File: src/rtl/mult_div_seq_if.sv
// ----------------------------------------------------------------------------
// mult_div_seq_if
// Request/response bundle for the sequential multiply/divide unit.
//   in_valid/in_ready : request handshake (op, a, b travel with in_valid)
//   op                : 00 MULTU, 01 MULT, 10 DIVU, 11 DIV
//   a, b              : multiplicand/dividend, multiplier/divisor
//   flush             : abandon any in-flight or pending result
//   out_valid/out_ready : result handshake
//   hi, lo            : product upper/lower half, or remainder/quotient
// master = requester/consumer side, slave = the arithmetic unit.
// ----------------------------------------------------------------------------
interface mult_div_seq_if #(
    parameter int WIDTH = 32
) ();
    logic             in_valid;
    logic             in_ready;
    logic [1:0]       op;
    logic [WIDTH-1:0] a;
    logic [WIDTH-1:0] b;
    logic             flush;
    logic             out_valid;
    logic             out_ready;
    logic [WIDTH-1:0] hi;
    logic [WIDTH-1:0] lo;

    modport master (
        output in_valid, op, a, b, flush, out_ready,
        input  in_ready, out_valid, hi, lo
    );

    modport slave (
        input  in_valid, op, a, b, flush, out_ready,
        output in_ready, out_valid, hi, lo
    );
endinterface

File: src/rtl/mult_div_seq.sv
// ----------------------------------------------------------------------------
// mult_div_seq
// Iterative radix-2 multiply/divide unit. One request at a time: a multiply
// runs WIDTH shift-add steps, a divide runs WIDTH restoring steps, both on
// operand magnitudes. Sign correction is folded into the last step so the
// result lands in DONE WIDTH+1 cycles after the accept cycle.
// Ports:
//   clk   : rising-edge clock
//   reset : synchronous, active-high; clears state, counter and hi/lo
//   bus   : mult_div_seq_if.slave (request, flush and result handshake)
// ----------------------------------------------------------------------------
module mult_div_seq #(
    parameter int WIDTH = 32
) (
    input  logic          clk,
    input  logic          reset,
    mult_div_seq_if.slave bus
);
    localparam int            CW   = $clog2(WIDTH + 1);
    localparam logic [CW-1:0] LAST = CW'(WIDTH - 1);

    localparam logic [1:0] S_IDLE = 2'd0;
    localparam logic [1:0] S_MUL  = 2'd1;
    localparam logic [1:0] S_DIV  = 2'd2;
    localparam logic [1:0] S_DONE = 2'd3;

    logic [1:0]       state;
    logic [CW-1:0]    cnt;
    logic [WIDTH-1:0] hi_r, lo_r;

    // Working registers: opnd holds |multiplicand| or |divisor|; work_hi is
    // the partial product / partial remainder; work_lo is the multiplier
    // being consumed / dividend being shifted out while quotient bits enter.
    logic [WIDTH-1:0] opnd, work_hi, work_lo;
    logic             q_neg, r_neg, dbz;

    function automatic logic [WIDTH-1:0] cond_neg(input logic [WIDTH-1:0] v, input logic n);
        return n ? -v : v;
    endfunction

    function automatic logic [2*WIDTH-1:0] cond_neg2(input logic [2*WIDTH-1:0] v, input logic n);
        return n ? -v : v;
    endfunction

    logic             accept, last_step;
    logic             a_neg_in, b_neg_in;
    logic [WIDTH-1:0] abs_a, abs_b;

    assign accept    = bus.in_valid && (state == S_IDLE) && !bus.flush;
    assign last_step = (cnt == LAST);
    assign a_neg_in  = bus.op[0] && bus.a[WIDTH-1];
    assign b_neg_in  = bus.op[0] && bus.b[WIDTH-1];
    assign abs_a     = cond_neg(bus.a, a_neg_in);
    assign abs_b     = cond_neg(bus.b, b_neg_in);

    // Shift-add step: add multiplicand when the current multiplier bit is set,
    // then shift the (WIDTH+1)-bit sum and the multiplier right together.
    logic [WIDTH:0]   mul_sum;
    logic [WIDTH-1:0] mul_hi_n, mul_lo_n;

    assign mul_sum  = {1'b0, work_hi} + (work_lo[0] ? {1'b0, opnd} : '0);
    assign mul_hi_n = mul_sum[WIDTH:1];
    assign mul_lo_n = {mul_sum[0], work_lo[WIDTH-1:1]};

    // Restoring step: the partial remainder is always below the divisor, so
    // the subtraction result fits in WIDTH bits whenever it is kept.
    logic [WIDTH:0]   div_sh;
    logic             div_ge;
    logic [WIDTH-1:0] div_diff, div_hi_n, div_lo_n;

    assign div_sh   = {work_hi, work_lo[WIDTH-1]};
    assign div_ge   = (div_sh >= {1'b0, opnd});
    assign div_diff = div_sh[WIDTH-1:0] - opnd;
    assign div_hi_n = div_ge ? div_diff : div_sh[WIDTH-1:0];
    assign div_lo_n = {work_lo[WIDTH-2:0], div_ge};

    // Result of the final step with sign correction. A zero divisor makes
    // every restoring step succeed: the quotient becomes all ones and the
    // remainder |a|, which re-signed gives back a. MIN / -1 needs no special
    // case: |MIN| / 1 re-signed positive is bit-identical to a.
    logic [WIDTH-1:0] fin_hi, fin_lo;

    always_comb begin
        fin_hi = '0;
        fin_lo = '0;
        if (state == S_MUL) begin
            {fin_hi, fin_lo} = cond_neg2({mul_hi_n, mul_lo_n}, q_neg);
        end else begin
            fin_hi = cond_neg(div_hi_n, r_neg);
            fin_lo = dbz ? '1 : cond_neg(div_lo_n, q_neg);
        end
    end

    always_ff @(posedge clk) begin
        if (reset) begin
            state <= S_IDLE;
            cnt   <= '0;
            hi_r  <= '0;
            lo_r  <= '0;
        end else if (bus.flush) begin
            state <= S_IDLE;
            cnt   <= '0;
        end else begin
            case (state)
                S_IDLE: begin
                    if (bus.in_valid) begin
                        state <= bus.op[1] ? S_DIV : S_MUL;
                        cnt   <= '0;
                    end
                end
                S_MUL, S_DIV: begin
                    if (last_step) begin
                        state <= S_DONE;
                        cnt   <= '0;
                        hi_r  <= fin_hi;
                        lo_r  <= fin_lo;
                    end else begin
                        cnt <= cnt + CW'(1);
                    end
                end
                S_DONE: begin
                    if (bus.out_ready) state <= S_IDLE;
                end
                default: state <= S_IDLE;
            endcase
        end
    end

    always_ff @(posedge clk) begin
        if (accept) begin
            opnd    <= bus.op[1] ? abs_b : abs_a;
            work_hi <= '0;
            work_lo <= bus.op[1] ? abs_a : abs_b;
            q_neg   <= a_neg_in ^ b_neg_in;
            r_neg   <= a_neg_in;
            dbz     <= bus.op[1] && (bus.b == '0);
        end else if (state == S_MUL) begin
            work_hi <= mul_hi_n;
            work_lo <= mul_lo_n;
        end else if (state == S_DIV) begin
            work_hi <= div_hi_n;
            work_lo <= div_lo_n;
        end
    end

    assign bus.in_ready  = (state == S_IDLE);
    assign bus.out_valid = (state == S_DONE);
    assign bus.hi        = hi_r;
    assign bus.lo        = lo_r;
endmodule

File: src/flat_wrapper.sv
// flat-port wrapper written by rule: the top's interface ports become plain ports
module mult_div_seq_flat 
#(
    parameter int WIDTH = 32
)
  (clk, reset, bus_in_valid, bus_op, bus_a, bus_b, bus_flush, bus_out_ready, bus_in_ready, bus_out_valid, bus_hi, bus_lo);
  mult_div_seq_if #(.WIDTH(WIDTH)) bus_i ();
  input  logic clk;
  input  logic reset;
  input wire logic [$bits(bus_i.in_valid)-1:0] bus_in_valid;
  input wire logic [$bits(bus_i.op)-1:0] bus_op;
  input wire logic [$bits(bus_i.a)-1:0] bus_a;
  input wire logic [$bits(bus_i.b)-1:0] bus_b;
  input wire logic [$bits(bus_i.flush)-1:0] bus_flush;
  input wire logic [$bits(bus_i.out_ready)-1:0] bus_out_ready;
  output wire logic [$bits(bus_i.in_ready)-1:0] bus_in_ready;
  output wire logic [$bits(bus_i.out_valid)-1:0] bus_out_valid;
  output wire logic [$bits(bus_i.hi)-1:0] bus_hi;
  output wire logic [$bits(bus_i.lo)-1:0] bus_lo;
  assign bus_i.in_valid = bus_in_valid;
  assign bus_i.op = bus_op;
  assign bus_i.a = bus_a;
  assign bus_i.b = bus_b;
  assign bus_i.flush = bus_flush;
  assign bus_i.out_ready = bus_out_ready;
  assign bus_in_ready = bus_i.in_ready;
  assign bus_out_valid = bus_i.out_valid;
  assign bus_hi = bus_i.hi;
  assign bus_lo = bus_i.lo;
  mult_div_seq #(.WIDTH(WIDTH)) u_core (.clk(clk), .reset(reset), .bus(bus_i));
endmodule
File: config.mk
export PLATFORM = sky130hd
export DESIGN_NAME = mult_div_seq_flat
export DESIGN_NICKNAME = d
export VERILOG_FILES = /design/src/rtl/mult_div_seq_if.sv /design/src/rtl/mult_div_seq.sv /design/src/flat_wrapper.sv
export SDC_FILE = /design/constraint.sdc
export NUM_CORES = 1
export LEC_CHECK = 0
export BUFFER_PORTS_ARGS = -buffer_cell sky130_fd_sc_hd__buf_2
export CORE_MARGIN = 2
export CORE_UTILIZATION = 54
export CTS_CLUSTER_DIAMETER = 50
export CTS_CLUSTER_SIZE = 8
export DETAILED_ROUTE_END_ITERATION = 8
export MAX_ROUTING_LAYER = met4
export PLACE_DENSITY = 0.73
export SYNTH_ARGS = -nofsm -noshare
export SYNTH_HDL_FRONTEND = slang
export SYNTH_SLANG_ARGS = --single-unit
File: constraint.sdc
create_clock -name clk -period 6.45 [get_ports clk]
set_clock_uncertainty 0.05 [all_clocks]
set_input_delay 0 -clock clk [delete_from_list [all_inputs] [get_ports clk]]
set_output_delay 0 -clock clk [all_outputs]
set_load 0.05 [all_outputs]
## Yosys cells after proc, flatten, opt, wreduce, memory -nomap -nowiden

Index checks and enable logic that the tools add are counted.

| word-level totals | value |
|---|---|
| bits in latches | 0 |
| register bits | 171 |
| word-level logic and storage cells | 69 |
| output and inout bits | 66 |
| memory bits (read-only) | 0 |
| bits of input ports | 71 |
| memory bits (writable) | 0 |
| memories kept | 0 |

| cells by class | value |
|---|---|
| equal/unequal tests | 7 |
| div/mod/pow operators | 0 |
| shift operators | 0 |
| reduce and logical (&&, ||, !) cells | 16 |
| bitwise gates (word level) | 2 |
| $mul | 0 |
| multiplexer cells | 25 |
| magnitude comparators | 1 |
| add/sub/neg operators | 8 |

Operators with widths:

| operator | count |
|---|---|
| $mux 32 | 16 |
| $neg 32->32 | 4 |
| $mux 64 | 1 |
| $neg 64->64 | 1 |
| $add 32x33->33 | 1 |
| $ge 33x32->1 | 1 |
| $logic_not 32->1 | 1 |
| $sub 32x32->32 | 1 |
| $mux 6 | 2 |
| $pmux 6 s2 | 1 |
| $mux 2 | 4 |
| $add 6x1->6 const B | 1 |
| $eq 6x5->1 const B | 1 |
| $pmux 2 s3 | 1 |
| $reduce_and 3->1 | 2 |
| $logic_and 1x1->1 | 5 |
| $eq 2x2->1 const B | 2 |
| $ne 2x2->1 const B | 2 |
| $reduce_bool 2->1 | 2 |
| $reduce_or 2->1 | 2 |
| $reduce_bool 3->1 | 1 |
| $eq 2x1->1 const B | 1 |
| $logic_not 2->1 | 1 |
| $ne 2x1->1 const B | 1 |
| other kinds (4) | 4 |

## Longest topological paths before layout

Gate-level depths: netlist of the first run.

| depth | value |
|---|---|
| depth after elaboration | 5 |
| gate-level depth with buffers | 20 |
| gate-level depth less buffers | 17 |

## Worst setup path before layout of the first run

OpenSTA, ideal clock, no wires.

| path | value |
|---|---|
| kind | reg-to-reg |
| start | reg u_core.work_lo[0] |
| end | reg u_core.hi_r[30] (netlist: u_core.bus.hi[30]) |
| data required time | 6.281 ns |
| path slack | 1.976 ns |
| path buffers | 1 |
| clock period less this slack | 4.474 ns |
| library setup time | 0.119 ns |
| stages on the path, launching flop included | 17 |
| data arrival time | 4.306 ns |
| cells stage by stage | edfxtp_1 > inv_1 > buf_1 > nor2_1 > fa_1 > a21o_1 > a221o_1 > a2111o_1 > mux2i_1 > nor2_1 > nor4_2 > nand3_1 > or4_1 > or3_1 > o31ai_2 > xnor2_1 > o221a_1 |

| on the way | value |
|---|---|
| cells in the longest elaborated chain, start to end | 5 |

RTL lines:

| item | RTL line | source |
|---|---|---|
| start: declaration | mult_div_seq.sv:34 | `logic [WIDTH-1:0] opnd, work_hi, work_lo;` |
| start signal: assignment | mult_div_seq.sv:133 | `work_lo <= bus.op[1] ? abs_a : abs_b;` |
| start signal: assignment | mult_div_seq.sv:139 | `work_lo <= mul_lo_n;` |
| start signal: assignment | mult_div_seq.sv:142 | `work_lo <= div_lo_n;` |
| $mux 32 * | mult_div_seq.sv:61 | `assign mul_sum = {1'b0, work_hi} + (work_lo[0] ? {1'b0, opnd} : '0);` |
| $add 32x33->33 * | mult_div_seq.sv:61 |  |
| $neg 64->64 | mult_div_seq.sv:42 | `return n ? -v : v;` |
| $mux 64 * | mult_div_seq.sv:42 |  |
| $mux 32 * | mult_div_seq.sv:86 | `if (state == S_MUL) begin` |
| end signal: assignment | mult_div_seq.sv:115 | `hi_r <= fin_hi;` |
| end: declaration | mult_div_seq.sv:29 | `logic [WIDTH-1:0] hi_r, lo_r;` |

Mark *: on every way between the ends. The rest lies on a longest branch, timed or not.
A chain may end at the register's enable or synchronous reset.

## Worst setup path in the final report of the first run

| path | value |
|---|---|
| start | reg u_core.opnd[13] |
| end | reg u_core.hi_r[24] (netlist: u_core.bus.hi[24]) |

| on the way | value |
|---|---|
| cells in the longest elaborated chain, start to end | 5 |
| elaborated cells between the ends (all ways) | 10 |
| those cells by class | 4 x add/sub; 1 x order compare; 5 x mux |

RTL lines:

| item | RTL line | source |
|---|---|---|
| start: declaration | mult_div_seq.sv:34 |  |
| start signal: assignment | mult_div_seq.sv:131 | `opnd <= bus.op[1] ? abs_b : abs_a;` |
| $mux 32, or another cell as far along | mult_div_seq.sv:61 |  |
| $add 32x33->33 or $mux 32 (tied branches) | mult_div_seq.sv:61, mult_div_seq.sv:74 |  |
| $neg 64->64 or $neg 32->32 (tied branches) | mult_div_seq.sv:42, mult_div_seq.sv:38 |  |
| $mux 64 or $mux 32 (tied branches) | mult_div_seq.sv:42, mult_div_seq.sv:38 |  |
| $mux 32 * | mult_div_seq.sv:86 |  |

Marks and branches as above.

==> qor.txt, run 1 <==
Die width - 178 um
H-tree levels - 4
Post-CTS sizing - 0
Post-synth net total - 2267
Count of different cell masters after synthesis - 90
R2r worst-path depth - 17
Wire length per cell - 21.6 um
Max cap viols - 0
Total CTS buffers - 17
Clock Latency Late Sink - 0.46 ns
Vias in the first global route - 15.3k
Critical Path End Type - flop
Fin Setup TNS - 0 ns
I/O Pins - 137
Reg-to-reg startpoint - u_core.opnd[13]
Hold Fails Final Rpt - 0
Worst-margin pin slew - 1.11 ns
Number of max-slew violations in the final report - 0
Total global-route track usage - 0.365
Period utilization - 0.847
Post-synthesis sequential area ratio - 0.250
Synth top cells by count - nand2_1, nor2_1, a21oi_1, xnor2_1, mux2i_1
R2R Setup Slk - 0.99 ns
Hold_sp - bus_b[15]
Final setup viols - 0
Crit Path Category - reg2reg
Largest net degree at the start of global routing - 82
ANT nets after route - 0
TritonCTS clock tree - done
Worst EP required - 6.72 ns
Largest cells by area after synthesis - dfxtp_1, edfxtp_1, mux2i_1, xnor2_1, ha_1
Biggest area consumer among synthesized cells - dfxtp_1
Setup Buffers After CTS - 0
Clock transition at path regs - 0.07 ns
Maximum vdd drop - 0.236 mV
Final wirelength - 56.3 mm
Clock network fraction of total power - 0.183
Cell Pwr Density - 338 mW/mm^2
Post-layout minimum cycle time - 5.46 ns
Starting Density - 0.551
Finished Cell Area - 0.0183 sq mm
Post-synth EDFFs - 67
Hold worst-path end - u_core.opnd[15]
Startpoint types - flop
Port Buffers - 136
# DRC - 0
Area Overhead vs Synth - 11.5%
RSZ-0062 raised after global routing - false
Die Span Y - 178 um
Post-synth ARST share - 0
Post-Route M1 WL - 22.4 mm
RR Endpoint - u_core.bus.hi[24]
Leak Pwr - 7.27 nW
Worst-path fanout max - 21
Via count - 16.5k
DRT Pass-1 Iters - 5
Mapped Area - 0.0164 sq mm
Worst min path class - in2reg
Yosys reg bits - 171
Synth Flop Type - dfxtp_1
Root Buffer Master - clkbuf_16
Switch Pwr - 0.00296 W
GPL Wtd Cong - 1.01
Slew HR - 0.258
Seq pwr share - 0.235
Syn Area/Cell - 7.72 sq um
Final HPWL DP - 43.7 mm
Top-area cell type share of the netlist area - 0.127
WHS Path Cells - 3
Synth Warn # - 0
Initial antenna violation count - 1
Final net count - 2350
First-pass GRT wire length - 86.5 mm
TritonCTS sink count - 171
Global route overflow - 0
Top sig layer - met4
Critical path data arrival time - 5.73 ns
Logic pwr share - 0.582
Final Util - 0.615
DR WL met2 - 27.4 mm
Mapped Cells - 2121
Met3 WL - 3.32 mm
Die area - 0.0317 sq mm
DR vias/cell - 6.32
Clk buf depth - 2
Area after DPL - 0.0172 sq mm
Iteration-0 DRC Markers - 1528
Share of cells above drive strength 1 - 0.107
CORE AREA - 0.0297 sq mm
Status - completed
Switching share of power - 0.480
Row count - 63
Cell-internal power - 0.00321 W
Fmax achieved - 0.183 GHz
## cell families (layout without fill, tap and decap cells)
family | Yosys count | count (layout) | share of synthesized area
compound gates | 567 | 567 | 0.226
mux | 136 | 136 | 0.0836
xor+xnor | 231 | 231 | 0.124
fa+ha+maj | 75 | 75 | 0.0582
flops | 171 | 171 | 0.250
other cells | 0 | 1 | 0
simple gates | 731 | 731 | 0.210
buf+inv | 210 | 306 | 0.0486
## how the worst max path moves through the flow
stage	from	endpoint	slack, ns	cells past startpoint
3_5_place_dp	u_core.opnd[13]	u_core.bus.hi[24]	1.24	17
2_1_floorplan	u_core.work_lo[0]	u_core.bus.hi[30]	1.98	16
3_3_place_gp	u_core.opnd[13]	u_core.bus.hi[24]	1.35	17
5_1_grt	u_core.opnd[13]	u_core.bus.hi[24]	0.62	17
4_1_cts	u_core.opnd[13]	u_core.bus.hi[24]	1.20	17
6_report	u_core.opnd[13]	u_core.bus.hi[24]	0.99	17
## registers in the layout (all words and copies together), names as in the netlist
signal and flops:
u_core.q_neg 1, u_core.state 2, u_core.cnt 6, u_core.bus.lo 32, u_core.bus.hi 32, u_core.r_neg 1, u_core.work_lo 32, u_core.opnd 32
u_core.dbz 1, u_core.work_hi 32
## cell usage in the layout (no fill, tap or decap), drive strengths merged, types with 23 or more instances in the layout
cell type / n
nor3: 68
nor2: 227
dfxtp: 104
nor4: 26
a211oi: 48
edfxtp: 67
o211ai: 30
dlygate4sd3: 41
xnor2: 146
clkbuf: 23
a21o: 26
a221oi: 25
o21ai: 135
a21oi: 160
nand2: 227
xor2: 85
mux2i: 130
o31ai: 38
ha: 73
nand3: 34
inv: 80
buf: 157
## layer usage
metal  vias up  global-route usage
li1       7840                   -
met1      7813               0.421
met2       657               0.606
met3       166              0.0561
met4         0               0.206
met5         -                   -
## power by group through the flow
stage / Sequential (W) / Clock (W) / Combinational, W
finish: 0.00145 / 0.00113 / 0.00359
global route: 0.00146 / 0.00118 / 0.00388
floorplan: 0.00137 / 0 / 0.00255
CTS: 0.00144 / 0.00113 / 0.00350
global placement: 0.00146 / 0 / 0.00342
detailed placement: 0.00146 / 0 / 0.00346
## per-stage QoR
step	worst slack (ns)	cells	hold WS [ns]	power (W)
floorplan	1.98	2121	0.0266	0.00392
global placement	1.35	2534	0.230	0.00488
detailed placement	1.24	2534	0.235	0.00492
CTS	1.20	2607	0.00265	0.00608
global route	0.616	2608	0.0296	0.00651
finish	0.989	2608	0.0178	0.00617
## critical path: stages, from the launching register on
cell,delay [ns]
edfxtp_1,0.34
inv_1,0.12
ha_1,0.54
nand2_1,0.14
nor4_2,0.49
a221o_1,0.30
o2111ai_1,0.21
nand2_1,0.17
buf_4,0.29
mux2i_1,0.40
ha_1,0.25
a21bo_2,0.27
nor4b_1,0.76
nand2_1,0.27
o21ai_0,0.26
xor2_1,0.10
a221oi_1,0.30
nor2_1,0.06
## area by class of cell
cell class	instances	area, sq um
multi-input cells	1740	11500
fillers	2756	11400
flip-flops and latches	171	4090
repair buffers	198	1250
clock buffers	23	520
well taps	390	488
inverters	76	285
clock inverters	9	120
diodes	1	2.50
## timing repair
action | 4_1_cts | 5_1_grt
hold endpoints to repair | 29 | 0
hold buffers | 41 | 0
endpoints found under the setup margin | 0 | 0
Power figures use the tool's default switching activity.
==> run 2: changes to the inputs <==
- PLACE_DENSITY: 0.73 -> 0.76
- clock period: 6.45 -> 4.57 ns (I/O delays scaled with it)
==> run 2 against run 1 <==
- count of clock-buffer cells in the layout fell by 5
- cell count rose by 4.7%
- routed wire length rose by 3.1%
- register-to-register slack got worse by 0.87 ns
- flip-flop and latch count did not move
- final area rose by 5.9%
- die area did not move
==> qor.txt, run 2 (synthesized netlist as in run 1, its figures left out) <==
Fin Setup TNS - 0 ns (unchanged)
Worst-margin pin slew - 1.07 ns (-0.0430 ns)
Iteration-0 DRC Markers - 1473 (-3.6%)
DRT Pass-1 Iters - 8 (+3)
Worst path cell trace - inv_2, ha_4, or3b_4, or3_4, or4b_4, or3_4, or4_4, nor4_4, nand3_2, or2_4, o31ai_4, xor2_1, a221oi_2, a22o_1
GPL Wtd Cong - 1.04 (+3.8%)
Final setup viols - 0 (unchanged)
Commonest non-fill, non-tap cell in the layout - nand2_1
RSZ-0062 raised after global routing - true
CP startpoint - u_core.work_lo[2]
Period utilization - 0.974 (+0.127)
Port Buffers - 136 (unchanged)
Max cap viols - 0 (unchanged)
DR vias/cell - 6.32 (+0.12%)
TritonCTS clock tree - done
Reg-to-reg startpoint - u_core.work_lo[2]
Crit path top cell by count - or3_4
Die Span Y - 178 um (unchanged)
Finished Cell Area - 0.0193 sq mm (+5.9%)
CORE AREA - 0.0297 sq mm (unchanged)
Critical path data arrival time - 4.75 ns (-0.98 ns)
Clk buf depth - 2 (unchanged)
Worst-path fanout max - 6 (-71%)
ANT nets after route - 0 (unchanged)
# DRC - 0 (unchanged)
Total CTS buffers - 17 (unchanged)
CP bufs+invs - 1 (-1)
Wire length per cell - 21.3 um (-1.5%)
First-pass GRT wire length - 88.8 mm (+2.7%)
Family with the most delay on the worst path - simple AND/OR/NAND/NOR gates
Startpoint types - flop
Final wirelength - 58.1 mm (+3.1%)
Post-layout minimum cycle time - 4.45 ns (-1.01 ns)
Die width - 178 um (unchanged)
N_diodes - 0 (-1)
Crit Path Category - reg2reg
Worst EP required - 4.87 ns (-1.85 ns)
Share of cells above drive strength 1 - 0.175 (+0.0674)
Via count - 17.3k (+4.8%)
Root Buffer Master - clkbuf_16
Hold_sp - bus_a[1]
Critical Path End Type - flop
Commonest cells after routing, fill and taps aside - nand2_1, nor2_1, a21oi_1
Clock transition at path regs - 0.07 ns (about the same)
H-tree levels - 4 (unchanged)
Starting Density - 0.551 (unchanged)
I/O Pins - 137 (unchanged)
Die area - 0.0317 sq mm (unchanged)
CP max-delay cell - or4b_4
Max incr delay on CP - 0.50 ns (-0.26 ns)
TritonCTS sink count - 171 (unchanged)
Worst min path class - in2reg
Hold Fails Final Rpt - 0 (unchanged)
Final net count - 2473 (+5.2%)
Row count - 63 (unchanged)
Slew HR - 0.285 (+0.0277)
Total global-route track usage - 0.373 (+0.00845)
Global route overflow - 0 (unchanged)
Initial antenna violation count - 0 (-1)
Fmax achieved - 0.225 GHz (+23%)
Area Overhead vs Synth - 18.1%
Area after DPL - 0.0182 sq mm (+5.7%)
Cell Pwr Density - 487 mW/mm^2 (+44%)
Leak Pwr - 7.88 nW (+8.4%)
Clock Latency Late Sink - 0.46 ns (about the same)
# fillers - 2581 (-6.3%)
Maximum vdd drop - 0.309 mV (+31%)
Vias in the first global route - 16.8k (+9.3%)
Status - completed
Number of max-slew violations in the final report - 0 (unchanged)
Largest net degree at the start of global routing - 70 (-15%)
Final HPWL DP - 45.1 mm (+3.4%)
[run 2: final timing paths]
kind | end | slack (ns) | depth (start not counted)
max reg2reg | u_core.bus.hi[26] | 0.12 | 14
max | u_core.bus.hi[26] | 0.12 | 14
min | u_core.opnd[1] | 0.005 | 3
min reg2reg | u_core.bus.hi[25] | 0.40 | 2
[run 2: cell type report]
cell class	count	area, sq um	share of cell area
Tap cell	390	488	0.0252
Clock inverter	14	125	0.00647
Inverter	76	285	0.0147
Sequential cell	171	4090	0.212
Timing Repair Buffer	321	2180	0.113
Clock buffer	18	429	0.0222
Multi-Input combinational cell	1740	11700	0.607
[run 2: layer usage]
| metal | vias up | GRT usage | wire [um] |
|---|---|---|---|
| met5 | - | - | 0 |
| met4 | 0 | 0.267 | 4690 |
| met3 | 273 | 0.0573 | 3980 |
| met2 | 857 | 0.601 | 26900 |
| met1 | 8063 | 0.425 | 22500 |
| li1 | 8074 | - | - |
[run 2: through the flow]
step | power [W] | worst slack [ns] | std cells | hold WS (ns) | util
final | 0.00942 | 0.120 | 2730 | 0.00530 | 0.651
after global routing | 0.00990 | -0.0753 | 2730 | 0.0348 | 0.651
after CTS | 0.00908 | 0.0418 | 2726 | 0.000169 | 0.642
after detailed placement | 0.00759 | 0.0756 | 2661 | 0.244 | 0.612
after global placement | 0.00750 | 0.0436 | 2661 | 0.231 | 0.612
after floorplan | 0.00553 | 0.0957 | 2121 | 0.0266 | -
[run 2: power by group]
| group | total [W] | switching (W) | internal (W) | leakage (nW) |
|---|---|---|---|---|
| Clock | 0.00147 | 0.000746 | 0.000722 | 0.272 |
| Combinational | 0.00596 | 0.00356 | 0.00240 | 6.14 |
| Sequential | 0.00199 | 0.000222 | 0.00177 | 1.47 |
[run 2: worst register-to-register path: stages (launching register included)]
cell      delay, ns
edfxtp_1       0.45
inv_2          0.12
ha_4           0.14
or3b_4         0.39
or3_4          0.37
or4b_4         0.51
or3_4          0.38
or4_4          0.44
nor4_4         0.28
nand3_2        0.17
or2_4          0.33
o31ai_4        0.23
xor2_1         0.20
a221oi_2       0.09
a22o_1         0.19
[run 2: timing repair]
action,CTS,global route
resized for setup,0,53
setup buffers,0,4
hold endpoints to repair,27,0
hold buffers,33,0
setup endpoints to repair,0,17
==> run 3: changes to the inputs <==
- CORE_UTILIZATION: 54 -> 50
- PLACE_DENSITY: 0.76 -> 0.71
==> run 3 against run 2 <==
- utilization down 3.6 points
- via count about the same
- setup slack worse by 0.12 ns
- hold slack better by 0.029 ns
==> qor.txt, run 3 (synthesized netlist as in run 1, its figures left out) <==
Status - completed
CORE AREA - 0.0324 sq mm (+8.9%)
R2r worst-path depth - 14 (unchanged)
Cell-internal power - 0.00511 W (+4.6%)
Period utilization - 0.999 (+0.0253)
Final HPWL DP - 47.4 mm (+4.9%)
Startpoint types - flop
Final net count - 2521 (+1.9%)
Logic pwr share - 0.640 (+0.008)
Worst min path class - in2reg
N_diodes - 0 (unchanged)
Final std cells w/o fill - 2830 (+3.7%)
CP max-delay cell - or4b_4
Hold Fails Final Rpt - 0 (unchanged)
Initial antenna violation count - 0 (unchanged)
Hold worst-path end - u_core.work_lo[5]
Worst-path fanout max - 5 (-1)
Wire length per cell - 21.1 um (-0.87%)
# fillers - 2948 (+14%)
Number of max-slew violations in the final report - 0 (unchanged)
Switch Pwr - 0.00453 W (+0.12%)
Vias in the first global route - 16.5k (-1.7%)
DR vias/cell - 6.10 (-3.5%)
Max incr delay on CP - 0.50 ns (about the same)
Slew HR - 0.276 (-0.00939)
Post-layout minimum cycle time - 4.57 ns (+0.116 ns)
Critical Path End Type - flop
Total CTS buffers - 17 (unchanged)
Die Span Y - 185 um (+3.8%)
RSZ-0062 raised after global routing - true
Max cap viols - 0 (unchanged)
Crit Path Category - reg2reg
Die width - 185 um (+3.8%)
Final setup viols - 0 (unchanged)
ANT nets after route - 0 (unchanged)
Clock Latency Late Sink - 0.46 ns (about the same)
Reg-to-reg startpoint - u_core.work_lo[1]
Largest net degree at the start of global routing - 73 (+4.3%)
Via count - 17.3k (+0.029%)
Leak Pwr - 8.12 nW (+3.0%)
Maximum vdd drop - 0.317 mV (+2.5%)
Final wirelength - 59.7 mm (+2.8%)
Share of cells above drive strength 1 - 0.186 (+0.0111)
Clk buf depth - 2 (unchanged)
Iteration-0 DRC Markers - 1380 (-6.3%)
RR Endpoint - u_core.bus.hi[26]
Hold_sp - bus_b[5]
TritonCTS clock tree - done
Worst path cell trace - inv_2, ha_4, or3b_4, or3_4, or4b_4, or3_4, or4_4, nor4_4, nand3_2, or2_4, o31ai_4, xor2_1, a221oi_2, a22o_1
DRT Pass-1 Iters - 5 (-3)
Total global-route track usage - 0.355 (-0.0186)
Crit path top cell by count - or3_4
Switching share of power - 0.470 (-0.0109)
Placed Cells - 2733 (+2.7%)
Row count - 66 (+4.8%)
Area Overhead vs Synth - 21.5%
First-pass GRT wire length - 90.1 mm (+1.4%)
Die area - 0.0342 sq mm (+7.8%)
Critical path data arrival time - 4.86 ns (+0.11 ns)
Global route overflow - 0 (unchanged)
GPL Wtd Cong - 1.02 (-2.5%)
I/O Pins - 137 (unchanged)
Clock transition at path regs - 0.07 ns (about the same)
Commonest cells after routing, fill and taps aside - nor2_1, nand2_1, buf_4
TritonCTS sink count - 171 (unchanged)
# DRC - 0 (unchanged)
Root Buffer Master - clkbuf_16
Area after DPL - 0.0184 sq mm (+1.0%)
PnR Total Power - 0.00965 W (+2.5%)
Starting Density - 0.506 (-0.0452)
Fmax achieved - 0.219 GHz (-2.5%)
Clock network fraction of total power - 0.154 (-0.002)
R2R Setup Slk - 0.004 ns (-0.12 ns)
Seq pwr share - 0.206 (-0.006)
Port Buffers - 136 (unchanged)
Cell Pwr Density - 485 mW/mm^2 (-0.40%)
WHS Path Cells - 5 (+2)
H-tree levels - 4 (unchanged)
Worst EP required - 4.87 ns (about the same)
Worst-margin pin slew - 1.08 ns (+0.0141 ns)
Finished Cell Area - 0.0199 sq mm (+2.9%)
Commonest non-fill, non-tap cell in the layout - nor2_1
==> run 3: worst max path at each step <==
stage | from | endpoint | depth (start not counted)
3_5_place_dp | u_core.work_lo[31] | u_core.bus.hi[30] | 18
2_1_floorplan | u_core.work_lo[0] | u_core.bus.hi[30] | 16
5_1_grt | u_core.work_lo[1] | u_core.bus.hi[26] | 14
4_1_cts | u_core.work_lo[31] | u_core.bus.hi[30] | 18
3_3_place_gp | u_core.work_lo[31] | u_core.bus.hi[30] | 18
6_report | u_core.work_lo[1] | u_core.bus.hi[26] | 14
==> run 3: what timing repair did <==
action,4_1_cts,5_1_grt
buffers inserted,0,11
endpoints found under the hold margin,35,0
gates resized for setup,0,66
endpoints found under the setup margin,0,23
hold buffers,54,0
==> run 3: through the flow <==
| step | utilization | TNS (ns) | hold slack [ns] | worst slack [ns] |
|---|---|---|---|---|
| 2_1_floorplan | - | 0 | 0.0266 | 0.0957 |
| 3_3_place_gp | 0.568 | 0 | 0.230 | 0.135 |
| 3_5_place_dp | 0.568 | 0 | 0.231 | 0.0499 |
| 4_1_cts | 0.602 | 0 | 0.0149 | 0.0471 |
| 5_1_grt | 0.615 | -0.257 | 0.0402 | -0.112 |
| 6_report | 0.615 | 0 | 0.0344 | 0.00389 |
==> run 3: per-layer routing <==
metal | track usage | wire (um) | up-vias
met5 | - | 0 | -
met4 | 0.229 | 4210 | 0
met3 | 0.0389 | 3180 | 214
met2 | 0.597 | 29000 | 756
met1 | 0.402 | 23300 | 8143
li1 | - | - | 8159
==> run 3: power groups by stage <==
stage | clock network [W] | logic, W | registers (W)
finish | 0.00149 | 0.00618 | 0.00199
global route | 0.00156 | 0.00661 | 0.00200
CTS | 0.00150 | 0.00586 | 0.00197
detailed placement | 0 | 0.00578 | 0.00201
global placement | 0 | 0.00574 | 0.00200
floorplan | 0 | 0.00360 | 0.00193
==> run 3: worst max-delay path, delay by kind of cell, from the launching register on <==
family	cells	cell delay [ns]
and+or+nand+nor	8	2.91
AOI/OAI and AO/OA	3	0.54
DFF	1	0.44
xor gates and xnor gates	1	0.22
adders and majority gates	1	0.16
buffers and inverters	1	0.13
==> run 3: layout make-up <==
| cell class | instances | area (sq um) | area share |
|---|---|---|---|
| Sequential cell | 171 | 4090 | 0.206 |
| Timing Repair Buffer | 369 | 2560 | 0.129 |
| Clock inverter | 13 | 143 | 0.00717 |
| Clock buffer | 19 | 433 | 0.0218 |
| Tap cell | 442 | 553 | 0.0278 |
| Multi-Input combinational cell | 1740 | 11800 | 0.594 |
| Inverter | 76 | 285 | 0.0143 |
